`config.mk`:
```
export PLATFORM = sky130hd
export DESIGN_NAME = az_sequencer
export DESIGN_NICKNAME = d
export VERILOG_FILES = /design/src/rtl/az_sequencer_pkg.sv /design/src/rtl/az_sequencer_settle_timer.sv /design/src/rtl/az_sequencer.sv
export SDC_FILE = /design/constraint.sdc
export NUM_CORES = 1
export LEC_CHECK = 0
export CAP_MARGIN = 30
export CORE_MARGIN = 2
export CORE_UTILIZATION = 43
export CTS_CLUSTER_DIAMETER = 50
export DETAILED_ROUTE_END_ITERATION = 7
export HOLD_SLACK_MARGIN = 0.06
export SYNTH_ARGS = -nofsm -noshare
export SYNTH_HDL_FRONTEND = slang
export SYNTH_SLANG_ARGS = --single-unit
```
`constraint.sdc`:
```
create_clock -name clk -period 5.4 [get_ports clk]
set_clock_uncertainty 0.05 [all_clocks]
set_input_delay 0.81 -clock clk [delete_from_list [all_inputs] [get_ports clk]]
set_output_delay 0.81 -clock clk [all_outputs]
set_load 0.02 [all_outputs]
```
`src/rtl/az_sequencer_pkg.sv`:
```
// Shared constants and state encoding for the auto-zero measurement sequencer.
// State values are fixed so the monitor port can be decoded externally.
package az_sequencer_pkg;

  localparam int unsigned CLK_FREQ = 20_000_000;

  localparam logic SW_PC_SIGNAL = 1'b1;
  localparam logic SW_PC_BOOT   = 1'b0;

  // AZ mux codes: bit 3 enables the mux, bits 2:0 select input n-1.
  localparam logic [3:0] AZMUX_S1 = 4'((1 << 3) | 0);
  localparam logic [3:0] AZMUX_S2 = 4'((1 << 3) | 1);
  localparam logic [3:0] AZMUX_S3 = 4'((1 << 3) | 2);
  localparam logic [3:0] AZMUX_S4 = 4'((1 << 3) | 3);
  localparam logic [3:0] AZMUX_S5 = 4'((1 << 3) | 4);
  localparam logic [3:0] AZMUX_S6 = 4'((1 << 3) | 5);
  localparam logic [3:0] AZMUX_S7 = 4'((1 << 3) | 6);
  localparam logic [3:0] AZMUX_S8 = 4'((1 << 3) | 7);

  typedef enum logic [2:0] {
    ST_IDLE      = 3'd0,
    ST_PROTECT   = 3'd1,
    ST_SETTLE_HI = 3'd2,
    ST_MEAS_HI   = 3'd3,
    ST_REPROTECT = 3'd4,
    ST_MEAS_LO   = 3'd5,
    ST_CHECK     = 3'd6,
    ST_DONE      = 3'd7
  } state_e;

endpackage

```
`src/rtl/az_sequencer_settle_timer.sv`:
```
// Loadable saturating down-counter; a load of N keeps expired low for N-1
// cycles, so a phase gated on expired lasts max(N, 1) cycles.
module az_sequencer_settle_timer #(
  parameter int W = 24
) (
  input  logic         clk,
  input  logic         reset,
  input  logic         load,
  input  logic [W-1:0] load_val,
  output logic         expired
);

  logic [W-1:0] cnt_q, cnt_d;

  always_comb begin
    cnt_d = cnt_q;
    if (load) begin
      cnt_d = (load_val == '0) ? '0 : load_val - W'(1);
    end else if (cnt_q != '0) begin
      cnt_d = cnt_q - W'(1);
    end
  end

  always_ff @(posedge clk) begin
    if (reset) cnt_q <= '0;
    else       cnt_q <= cnt_d;
  end

  assign expired = (cnt_q == '0);

endmodule

```
`src/rtl/az_sequencer.sv`:
```
// Start/stop controlled, count-limited sequencer for the precharge switch and
// AZ mux, handshaking each hi/lo conversion with the ADC front end.
module az_sequencer #(
  parameter int   PC_W         = 24,
  parameter int   N_W          = 16,
  parameter logic SW_PC_SIGNAL = az_sequencer_pkg::SW_PC_SIGNAL,
  parameter logic SW_PC_BOOT   = az_sequencer_pkg::SW_PC_BOOT
) (
  input  logic            clk,
  input  logic            reset,
  input  logic            start,
  input  logic            stop,
  input  logic            mode_az,
  input  logic [3:0]      azmux_hi_val,
  input  logic [3:0]      azmux_lo_val,
  input  logic [PC_W-1:0] precharge_clks,
  input  logic [N_W-1:0]  sample_count,
  input  logic [31:0]     adc_timeout_clks,
  input  logic            adc_done,
  output logic            adc_start,
  output logic            adc_is_hi,
  output logic            sw_pc_ctl,
  output logic [3:0]      azmux,
  output logic            busy,
  output logic            done,
  output logic            error,
  output logic [N_W-1:0]  sample_idx,
  output logic            led0,
  output logic [7:0]      monitor
);

  import az_sequencer_pkg::*;

  state_e          state_q, state_d;
  logic            mode_az_q, mode_az_d;
  logic [3:0]      hi_val_q, hi_val_d, lo_val_q, lo_val_d;
  logic [PC_W-1:0] pc_clks_q, pc_clks_d;
  logic [N_W-1:0]  count_q, count_d;
  logic [31:0]     to_clks_q, to_clks_d;
  logic            stop_lat_q, stop_lat_d;
  logic            error_q, error_d;
  logic [N_W-1:0]  idx_q, idx_d;
  logic            sw_pc_q, sw_pc_d;
  logic [3:0]      azmux_q, azmux_d;
  logic            adc_start_q, adc_start_d;
  logic            adc_is_hi_q, adc_is_hi_d;
  logic            done_q, done_d;
  logic            busy_q, busy_d;
  logic            led0_q, led0_d;
  logic            adc_done_q;

  logic            start_acc, done_acc, timeout, last_cycle, entering;
  logic            pc_load, pc_expired, to_load, to_expired;
  logic [PC_W-1:0] pc_load_val;

  // adc_done is only accepted after the adc_start cycle of a conversion.
  assign start_acc  = (state_q == ST_IDLE) && start;
  assign done_acc   = adc_done && !adc_start_q;
  assign timeout    = (to_clks_q != '0) && to_expired && !done_acc;
  assign last_cycle = stop_lat_q ||
                      ((count_q != '0) && ((idx_q + N_W'(1)) == count_q));
  assign entering   = (state_d != state_q);

  // Settle load comes straight from the input on the run's first phase.
  assign pc_load     = entering &&
                       (state_d inside {ST_PROTECT, ST_SETTLE_HI, ST_REPROTECT});
  assign pc_load_val = (state_q == ST_IDLE) ? precharge_clks : pc_clks_q;
  assign to_load     = entering && (state_d inside {ST_MEAS_HI, ST_MEAS_LO});

  az_sequencer_settle_timer #(.W(PC_W)) u_pc_timer (
    .clk      (clk),
    .reset    (reset),
    .load     (pc_load),
    .load_val (pc_load_val),
    .expired  (pc_expired)
  );

  az_sequencer_settle_timer #(.W(32)) u_to_timer (
    .clk      (clk),
    .reset    (reset),
    .load     (to_load),
    .load_val (to_clks_q),
    .expired  (to_expired)
  );

  always_ff @(posedge clk) begin
    if (reset) state_q <= ST_IDLE;
    else       state_q <= state_d;
  end

  always_comb begin
    state_d = state_q;
    case (state_q)
      ST_IDLE:      if (start) state_d = ST_PROTECT;
      ST_PROTECT:   if (pc_expired) state_d = ST_SETTLE_HI;
      ST_SETTLE_HI: if (pc_expired) state_d = ST_MEAS_HI;
      ST_MEAS_HI: begin
        if (done_acc)     state_d = mode_az_q ? ST_REPROTECT : ST_CHECK;
        else if (timeout) state_d = ST_DONE;
      end
      ST_REPROTECT: if (pc_expired) state_d = ST_MEAS_LO;
      ST_MEAS_LO: begin
        if (done_acc)     state_d = ST_CHECK;
        else if (timeout) state_d = ST_DONE;
      end
      ST_CHECK: begin
        if (last_cycle)   state_d = ST_DONE;
        else if (mode_az_q) state_d = ST_SETTLE_HI;
        else              state_d = ST_MEAS_HI;
      end
      ST_DONE:  state_d = ST_IDLE;
      default:  state_d = ST_IDLE;
    endcase
  end

  // Run configuration, stop latch, error flag and completed-cycle count.
  always_comb begin
    mode_az_d  = mode_az_q;
    hi_val_d   = hi_val_q;
    lo_val_d   = lo_val_q;
    pc_clks_d  = pc_clks_q;
    count_d    = count_q;
    to_clks_d  = to_clks_q;
    stop_lat_d = stop_lat_q;
    error_d    = error_q;
    idx_d      = idx_q;
    if (start_acc) begin
      mode_az_d  = mode_az;
      hi_val_d   = azmux_hi_val;
      lo_val_d   = azmux_lo_val;
      pc_clks_d  = precharge_clks;
      count_d    = sample_count;
      to_clks_d  = adc_timeout_clks;
      stop_lat_d = 1'b0;
      error_d    = 1'b0;
      idx_d      = '0;
    end else begin
      if (busy_q && stop) stop_lat_d = 1'b1;
      if (state_q == ST_CHECK) idx_d = idx_q + N_W'(1);
      if ((state_q inside {ST_MEAS_HI, ST_MEAS_LO}) && (state_d == ST_DONE))
        error_d = 1'b1;
    end
  end

  // Outputs are decoded from the next state so they register in step with it.
  always_comb begin
    sw_pc_d     = sw_pc_q;
    azmux_d     = azmux_q;
    adc_is_hi_d = adc_is_hi_q;
    adc_start_d = 1'b0;
    case (state_d)
      ST_IDLE, ST_DONE: begin
        sw_pc_d = SW_PC_BOOT;
        azmux_d = 4'b0000;
      end
      ST_PROTECT: begin
        sw_pc_d = SW_PC_BOOT;
        azmux_d = lo_val_d;
      end
      ST_SETTLE_HI: begin
        sw_pc_d = SW_PC_BOOT;
        azmux_d = hi_val_d;
      end
      ST_MEAS_HI: begin
        sw_pc_d = SW_PC_SIGNAL;
        azmux_d = hi_val_d;
        if (entering) begin
          adc_start_d = 1'b1;
          adc_is_hi_d = 1'b1;
        end
      end
      ST_REPROTECT: sw_pc_d = SW_PC_BOOT;
      ST_MEAS_LO: begin
        sw_pc_d = SW_PC_BOOT;
        azmux_d = lo_val_d;
        if (entering) begin
          adc_start_d = 1'b1;
          adc_is_hi_d = 1'b0;
        end
      end
      default: ;
    endcase
    busy_d = (state_d != ST_IDLE);
    done_d = (state_d == ST_DONE);
    led0_d = (sw_pc_d == SW_PC_SIGNAL);
  end

  always_ff @(posedge clk) begin
    if (reset) begin
      mode_az_q   <= 1'b0;
      hi_val_q    <= 4'b0000;
      lo_val_q    <= 4'b0000;
      pc_clks_q   <= '0;
      count_q     <= '0;
      to_clks_q   <= '0;
      stop_lat_q  <= 1'b0;
      error_q     <= 1'b0;
      idx_q       <= '0;
      sw_pc_q     <= SW_PC_BOOT;
      azmux_q     <= 4'b0000;
      adc_start_q <= 1'b0;
      adc_is_hi_q <= 1'b0;
      done_q      <= 1'b0;
      busy_q      <= 1'b0;
      led0_q      <= (SW_PC_BOOT == SW_PC_SIGNAL);
      adc_done_q  <= 1'b0;
    end else begin
      mode_az_q   <= mode_az_d;
      hi_val_q    <= hi_val_d;
      lo_val_q    <= lo_val_d;
      pc_clks_q   <= pc_clks_d;
      count_q     <= count_d;
      to_clks_q   <= to_clks_d;
      stop_lat_q  <= stop_lat_d;
      error_q     <= error_d;
      idx_q       <= idx_d;
      sw_pc_q     <= sw_pc_d;
      azmux_q     <= azmux_d;
      adc_start_q <= adc_start_d;
      adc_is_hi_q <= adc_is_hi_d;
      done_q      <= done_d;
      busy_q      <= busy_d;
      led0_q      <= led0_d;
      adc_done_q  <= adc_done;
    end
  end

  assign adc_start  = adc_start_q;
  assign adc_is_hi  = adc_is_hi_q;
  assign sw_pc_ctl  = sw_pc_q;
  assign azmux      = azmux_q;
  assign busy       = busy_q;
  assign done       = done_q;
  assign error      = error_q;
  assign sample_idx = idx_q;
  assign led0       = led0_q;
  assign monitor    = {2'b00, adc_is_hi_q, adc_done_q, adc_start_q, state_q};

endmodule

```
# Word-level counts from Yosys, hierarchy flattened
# Index checks and enable logic that the tools add are counted.
# totals
regBits	168
inputBits	86
output_inout_bits	35
elab_cells	106
# classes
n_addsub	5
eq_ne	17
mux	26
bitwise_logic	1
reduce_logical	38
# ops
op	n
24-bit two-way mux	4
32-bit two-way mux	3
32-bit logical NOT	2
32-bit nonzero test	2
32-bit by 1-bit subtractor with 32-bit output (second input constant)	2
24-bit logical NOT	2
24-bit by 1-bit subtractor with 24-bit output (second input constant)	2
3-bit two-way mux	8
3-bit case mux with 8 select lines	1
24-bit nonzero test	1
3-bit == test (second input constant)	7
16-bit by 1-bit adder with 16-bit output (second input constant)	1
16-bit == test	1
16-bit nonzero test	1
3-bit by 2-bit == test with 1-bit output (second input constant)	4
4-bit case mux with 3 select lines	1
2-bit OR reduction	6
2-bit nonzero test	5
1-bit logical AND	9
3-bit nonzero test	3
4-bit two-way mux	2
3-bit by 1-bit == test with 1-bit output (second input constant)	2
3-bit logical NOT	2
6-bit OR reduction	1
other kinds (9)	15

# Longest topological paths before layout
# Gate-level depths: netlist (run 1).
# depth
depth_word	11
mapped_depth	15
mapped_depth_nobuf	11

# Hierarchy
# Synthesis (run 1) repeated with hierarchy kept, for this count alone.
# hier_totals
cells_unflattened	1188
area_unflattened_um2	9628.0
# by_module_without_submodules
mod	n_inst	cells_each	area_each_um2	seq_area_each_um2
az_sequencer	1	659	5230.0	2242.2
az_sequencer_settle_timer at u_to_timer	1	315	2590.0	640.6
az_sequencer_settle_timer at u_pc_timer	1	214	1808.0	480.5

# Worst setup path after synthesis (run 1)
# OpenSTA, ideal clock, no wires.
# synth_path
path_type	reg2reg
start	register state_q[0]
end	register u_pc_timer.cnt_q[10]
setup_time_ns	0.119
arrival_ns	4.120
required_time_ns	5.231
path_slack_ns	1.110
path_stages_with_launch	16
path_buffers	5
synth_period_minus_slack_ns	4.290
cell_sequence	dfxtp_1 -> nor3_2 -> clkbuf_1 -> buf_1 -> clkbuf_1 -> mux2i_1 -> ha_1 -> and4_1 -> and3_1 -> nor2b_1 -> nand3_1 -> o21ba_2 -> buf_1 -> clkbuf_1 -> nand2_1 -> mux2i_1
# synth_via
elab_chain_len	7
word_cells_on_any_way	28
cone_classes	1 x add/sub; 11 x eq/ne; 11 x mux; 5 x reduce/logical
# synth_lines
element	line	text
from (decl)	az_sequencer.sv:34	state_e state_q, state_d;
from (signal assigned)	az_sequencer.sv:88	else state_q <= state_d;
branches (longest 7 deep; another with 24-bit by 1-bit subtractor with 24-bit output)	-	
to (signal assigned)	az_sequencer_settle_timer.sv:26	else cnt_q <= cnt_d;
to (decl)	az_sequencer_settle_timer.sv:13	logic [W-1:0] cnt_q, cnt_d;
# Several ways; the timed one is not identified.
# A chain may end at the register's enable or synchronous reset.

# Worst setup path after layout (run 1)
# layout_path
start	register idx_q[0] (netlist: sample_idx[0])
end	register u_to_timer.cnt_q[12]
# layout_via
elab_chain_len	10
word_cells_on_any_way	13
cone_classes	1 x add/sub; 4 x eq/ne; 3 x mux; 5 x reduce/logical
# layout_lines
element	line	text
from (decl)	az_sequencer.sv:42	logic [N_W-1:0] idx_q, idx_d;
from (signal assigned)	az_sequencer.sv:216	idx_q <= idx_d;
16-bit by 1-bit adder with 16-bit output *	az_sequencer.sv:61	((count_q != '0) && ((idx_q + N_W'(1)) == count_q));
16-bit == test *	az_sequencer.sv:61	
1-bit logical AND *	az_sequencer.sv:61	
1-bit logical OR *	az_sequencer.sv:60	assign last_cycle = stop_lat_q ||
3-bit two-way mux *	az_sequencer.sv:107	if (last_cycle) state_d = ST_DONE;
3-bit case mux with 8 select lines *	az_sequencer.sv:93	case (state_q)
3-bit by 2-bit == test with 1-bit output or 3-bit == test (tied branches)	az_sequencer.sv:68	assign to_load = entering && (state_d inside {ST_MEAS_HI, ST_MEAS_LO});
2-bit nonzero test (no line)	-	
1-bit logical AND *	az_sequencer.sv:68	
32-bit two-way mux or 2-bit nonzero test (tied branches)	-	
to (signal assigned)	az_sequencer_settle_timer.sv:26	
to (decl)	az_sequencer_settle_timer.sv:13	
# Every way passes the cells marked *; elsewhere a longest branch is shown, timed or not.

==> results of run 1 <==
## cell families (layout without fill, tap and decap cells)
family          after synthesis  count (layout)  synth area share, %
simple gates                604             604                 29.2
compound gates              185             185                 11.6
flops                       168             168                 34.3
xor+xnor                    122             122                 11.0
buf+inv                      91             176                 4.33
mux                          82              82                 8.50
fa+ha+maj                     8               8                 1.02
other cells                   1               2               0.0382
## worst min-delay path: stages (launching register included)
cell,delay (ns)
dfxtp_1,0.31
nand2_1,0.05
a21oi_1,0.05
## metal layers
layer,share of wire (%),GRT usage (%),vias to the layer above,wire [um]
met5,0,0,-,0
met4,1.0,5.38,0,257
met3,4.4,4.15,18,1120
met2,46,35.2,159,11800
met1,48,29.3,4172,12400
li1,-,-,4501,-
## worst min path at each step
| stage | end | from | slack [ns] |
|---|---|---|---|
| after global placement | pc_clks_q[4]$_SDFFE_PP0P_ | pc_clks_q[4]$_SDFFE_PP0P_ | 0.39 |
| after global routing | pc_clks_q[4]$_SDFFE_PP0P_ | pc_clks_q[4]$_SDFFE_PP0P_ | 0.43 |
| after floorplan | pc_clks_q[0]$_SDFFE_PP0P_ | pc_clks_q[0]$_SDFFE_PP0P_ | 0.39 |
| after CTS | pc_clks_q[4]$_SDFFE_PP0P_ | pc_clks_q[4]$_SDFFE_PP0P_ | 0.40 |
| final | pc_clks_q[16]$_SDFFE_PP0P_ | pc_clks_q[16]$_SDFFE_PP0P_ | 0.41 |
| after detailed placement | pc_clks_q[4]$_SDFFE_PP0P_ | pc_clks_q[4]$_SDFFE_PP0P_ | 0.40 |
## through the flow
stage	hold slack [ns]	worst slack, ns	std cells	total power, uW
after floorplan	0.386	1.11	1262	3090
after global placement	0.391	1.29	1598	3500
after detailed placement	0.396	1.17	1599	3520
after CTS	0.405	1.16	1631	4790
after global routing	0.428	0.909	1632	5100
final	0.405	1.15	1632	4770
## placed cells by master, fill, tap and decap left out, types with 9 or more instances in the layout
cell type,n
or4_1,12
nand2b_1,14
xor2_1,67
o31ai_1,11
dfxtp_1,168
nand4_1,14
a21oi_1,98
nor2b_1,9
nor4_1,32
nor2_1,101
nand3_1,23
nand2_1,282
or3_1,18
mux2i_1,77
xnor2_1,54
clkdlybuf4s50_1,117
inv_1,14
nor3_1,46
buf_4,11
clkbuf_16,17
o21ai_0,22
## state kept, by name (all words and copies together) (netlist names), 3 cells and up
signal / count
hi_val_q: 4
pc_clks_q: 24
u_pc_timer.cnt_q: 24
count_q: 16
azmux: 4
lo_val_q: 4
u_to_timer.cnt_q: 32
to_clks_q: 32
state_q: 3
sample_idx: 16
## where the power goes
part,leakage (uW),switching (uW),internal [uW]
logic,0.00302,1030,791
clock network,0.000294,540,711
registers,0.00138,233,1470
total,0.00469,1800,2970
## cell type report
type	instances	area [um2]	share of cell area, %
flip-flops and latches	168	3360	28.7
well taps	285	357	3.05
clock buffers	19	453	3.87
inverters	14	52.6	0.449
clock inverters	13	144	1.23
multi-input cells	1003	6050	51.7
repair buffers	130	1280	11.0
==> impl_metrics.json, run 1 <==
{
  "ys.flop_type": "dfxtp_1",
  "synth-warning-count": 0,
  "yosys.area.top_type": "dfxtp_1",
  "num_vias": 8850,
  "post-route-util_pct": 52.0,
  "grt_pass1_vias": 8264,
  "drtIter0Drc": 537,
  "die_w_um": 155,
  "finalHoldViolCount": 0,
  "cts_resized": 0,
  "crit_path_start": "sample_idx[0]$_SDFFE_PP0N_",
  "drive_gt1_share_pct": 5.64,
  "arrival_ns": 4.56,
  "area_delta_synth_final_pct": 19.2,
  "cts_buffers": 17,
  "async_flop_share_pct": 0,
  "synth_common_cells": "nand2_1, dfxtp_1, nor2_1",
  "p_per_area_nw_per_um2": 407,
  "finalSetupViolations": 0,
  "slew_headroom_pct": 43.1,
  "crit-reg2reg-launch": "sample_idx[0]$_SDFFE_PP0N_",
  "cts_root_buf": "clkbuf_16",
  "n_antenna_cell": 0,
  "min_path_cells": 2,
  "routabilityCongestion": 0.887,
  "grt_pass1_wl_mm": 42.2,
  "drc_errors": 0,
  "worstPathCellList": "ha_1, nand3_2, nor4_4, xnor2_1, or4b_1, a2111o_1, nor3_1, nor3_2, nor3b_4, buf_4, mux2i_1",
  "cp-start-kind": "flip-flop",
  "h-tree-depth": 4,
  "grt_start_max_net_pins": 70,
  "period_minus_slack_ns": 4.25,
  "cp.depth": 11,
  "ys_seq_elements": 168,
  "rows": 55,
  "timing.setup.tns_ns": 0,
  "r2r_end": "u_to_timer.cnt_q[12]$_SDFFE_PP0P_",
  "track_usage_pct": 21.5,
  "status": "finished clean",
  "yosysMostFrequentCell": "nand2_1",
  "dieArea_um2": 24100,
  "dieHeight_um": 155,
  "maxCapViolCount": 0,
  "ir_drop_v": 0.000221,
  "r2r_setup_slack_ns": 1.15,
  "worst-path-buf-inv": 1,
  "crit_slowest_cell": "nor3b_4",
  "routedWlPerCell_um": 15.7,
  "crit_path_end_kind": "flip-flop",
  "avgSynthCellArea_um2": 7.78,
  "clock.fmax_mhz": 235,
  "endpoint": "u_to_timer.cnt_q[12]$_SDFFE_PP0P_",
  "synth.yosys.seq_area_share_pct": 34.3,
  "cts_tree": "yes",
  "synth.top_cell.area_share_pct": 34.3,
  "drtAntennaViolNets": 0,
  "hold_path.class": "reg -> reg",
  "synthCells": 1261,
  "cts.clk_slew.worst_paths_ns": 0.07,
  "synth_edf_count": 0,
  "p_leak_uw": 0.00469,
  "cp.required_ns": 5.71,
  "antenna_found_initial": 0,
  "design_area_um2": 11700,
  "cpLargestDelayFamily": "simple AND/OR/NAND/NOR gates",
  "dpl.hpwl_mm": 18.5,
  "cts_setup_buffers": 0,
  "clock_latency_ns": 0.44,
  "period_share_pct": 78.7,
  "port_buffers": 118,
  "cts.path.max_buffers": 2,
  "nets": 1428,
  "rsz0062_at_grt": "false",
  "tightest_slew_ns": 0.846,
  "slew_violations": 0,
  "synth_area_leaders": "dfxtp_1, nand2_1, mux2i_1",
  "globalRouteOverflowTotal": 0,
  "viasPerCell": 5.42,
  "cts.sinks": 168,
  "core_area_um2": 22500,
  "wl_mm": 25.6,
  "netlist_area_um2": 9820,
  "fillCellCount": 2169,
  "r2r_cells": 11,
  "critical_path_class": "reg -> reg",
  "placed_area_um2": 11100,
  "ctsHoldBuffers": 0,
  "synthDistinctLibCells": 72,
  "start_util_pct": 43.6,
  "num_io_pins": 121,
  "dr.pass1.iters": 5,
  "critPathMaxStageDelay_ns": 0.71,
  "path_max_fanout": 13
}
Note: power is estimated with default switching activity, not from simulation.
==> inputs of run 2 (changes only) <==
Clock period 5.4 ns to 4.45 ns, I/O delays scaled along.
==> run 2 against run 1 <==
Flip-flop and latch count unchanged; first-iteration DRC count up 3.9%; die area unchanged; non-clock buffer count up 3; total power up 20%; global-route usage down 0.53 points; combinational power up 22%; worst hold slack about the same; register-to-register slack worse by 0.62 ns; worst setup slack worse by 0.62 ns; sequential power up 21%; via count down 1.0%; critical path type unchanged; critical endpoint is now u_to_timer.cnt_q[3]$_SDFFE_PP0P_.
==> impl_metrics.json, run 2 (synthesis gave the netlist of run 1 again) <==
{
  "dpl.hpwl_mm": 18.3,
  "cts_resized": 0,
  "globalRouteOverflowTotal": 0,
  "hold_path.class": "reg -> reg",
  "routabilityCongestion": 0.904,
  "drtAntennaViolNets": 0,
  "fillCellCount": 2200,
  "nets": 1431,
  "h-tree-depth": 4,
  "timing.setup.tns_ns": 0,
  "clock_latency_ns": 0.44,
  "area_delta_synth_final_pct": 19.3,
  "worst-path-buf-inv": 1,
  "top_regs": "to_clks_q x32, u_to_timer.cnt_q x32",
  "fin_hold_ws_ns": 0.405,
  "tightest_slew_ns": 0.791,
  "cts.path.max_buffers": 2,
  "slew_violations": 0,
  "cts_root_buf": "clkbuf_16",
  "num_io_pins": 121,
  "worstPathCellList": "ha_1, nand3_2, nor4_4, xnor2_1, or4b_1, a2111o_1, nor3_1, nor3_2, nor3b_4, buf_12, mux2_2",
  "dieArea_um2": 24100,
  "antenna_found_initial": 0,
  "status": "finished clean",
  "final_cell_mix": "nand2_1, dfxtp_1, clkdlybuf4s50_1",
  "viasPerCell": 5.36,
  "port_buffers": 118,
  "dr.pass1.iters": 5,
  "clock.fmax_mhz": 255,
  "finalHoldViolCount": 0,
  "grt_pass1_vias": 8218,
  "rsz0062_at_grt": "false",
  "cts_setup_buffers": 0,
  "wl_mm": 25.1,
  "cts.clk_slew.worst_paths_ns": 0.07,
  "critical_path_class": "reg -> reg",
  "num_vias": 8760,
  "p_leak_uw": 0.00469,
  "dieHeight_um": 155,
  "n_antenna_cell": 0,
  "slew_headroom_pct": 46.8,
  "ctsHoldBuffers": 0,
  "p_per_area_nw_per_um2": 490,
  "crit_slowest_cell": "dfxtp_1",
  "core_area_um2": 22500,
  "path_max_fanout": 33,
  "routedWlPerCell_um": 15.3,
  "track_usage_pct": 21.0,
  "period_minus_slack_ns": 3.92,
  "ir_drop_v": 0.000223,
  "start_util_pct": 43.6,
  "finalSetupViolations": 0,
  "critPathMaxStageDelay_ns": 0.51,
  "die_w_um": 155,
  "maxCapViolCount": 0,
  "drc_errors": 0,
  "r2r_setup_slack_ns": 0.53,
  "grt_start_max_net_pins": 73,
  "drive_gt1_share_pct": 5.85,
  "cpLargestDelayFamily": "simple AND/OR/NAND/NOR gates",
  "cp-start-kind": "flip-flop",
  "cts_buffers": 17,
  "rows": 55,
  "crit_path_end_kind": "flip-flop",
  "arrival_ns": 4.19,
  "cts_tree": "yes",
  "cts.sinks": 168,
  "grt_pass1_wl_mm": 41.3,
  "final_common_cell": "nand2_1",
  "period_share_pct": 88.0,
  "cp.required_ns": 4.72,
  "drtIter0Drc": 558
}
## run 2: cell count changes in the layout (fill, tap and decap cells not counted), sizes merged
cell and delta:
buf +3, inv +3, clkbuf -2, clkinv -2, clkinvlp +2, bufinv -1
## run 2: path summary, 6_finish.rpt
kind                         startpoint                          endpoint  cells past startpoint
max          sample_idx[0]$_SDFFE_PP0N_  u_to_timer.cnt_q[3]$_SDFFE_PP0P_                     11
min          pc_clks_q[18]$_SDFFE_PP0P_        pc_clks_q[18]$_SDFFE_PP0P_                      2
max reg2reg  sample_idx[0]$_SDFFE_PP0N_  u_to_timer.cnt_q[3]$_SDFFE_PP0P_                     11
min reg2reg  pc_clks_q[18]$_SDFFE_PP0P_        pc_clks_q[18]$_SDFFE_PP0P_                      2
## run 2: tightest hold or removal path, delay by kind of cell, from the launching register on
kind / cells / cell delay (ns)
DFF: 1 / 0.31
and+or+nand+nor: 1 / 0.05
AOI/OAI and AO/OA: 1 / 0.05
## run 2: cell type report
class                      instances  area (um2)  area share [%]
timing repair buffer             133        1320            11.3
clock buffer                      17         425            3.63
tap                              285         357            3.05
inverter                          14        52.6           0.449
multi-input combinational       1003        6050            51.7
sequential                       168        3360            28.7
clock inverter                    15         140            1.20
## run 2: metal layers
layer / track usage (%) / share of wire [%]
met1: 29.1 / 50
met2: 32.8 / 44
met3: 4.85 / 4.6
met4: 5.78 / 1.3
met5: 0 / 0
## run 2: power breakdown
group / total (uW) / internal, uW / switching, uW / leakage (uW)
sequential: 2060 / 1780 / 277 / 0.00138
clock: 1460 / 782 / 677 / 0.000273
combinational: 2220 / 978 / 1240 / 0.00304
total: 5740 / 3540 / 2200 / 0.00469
## run 2: per-stage QoR
stage | setup slack [ns] | power (uW) | cells | utilization, % | area (um2)
after global placement | 0.655 | 4280 | 1601 | 49.4 | 11100
after CTS | 0.580 | 5770 | 1634 | 51.9 | 11700
after detailed placement | 0.586 | 4300 | 1602 | 49.4 | 11100
after global routing | 0.167 | 6170 | 1635 | 52.0 | 11700
final | 0.532 | 5740 | 1635 | 52.0 | 11700
after floorplan | 0.160 | 3750 | 1262 | - | 9820
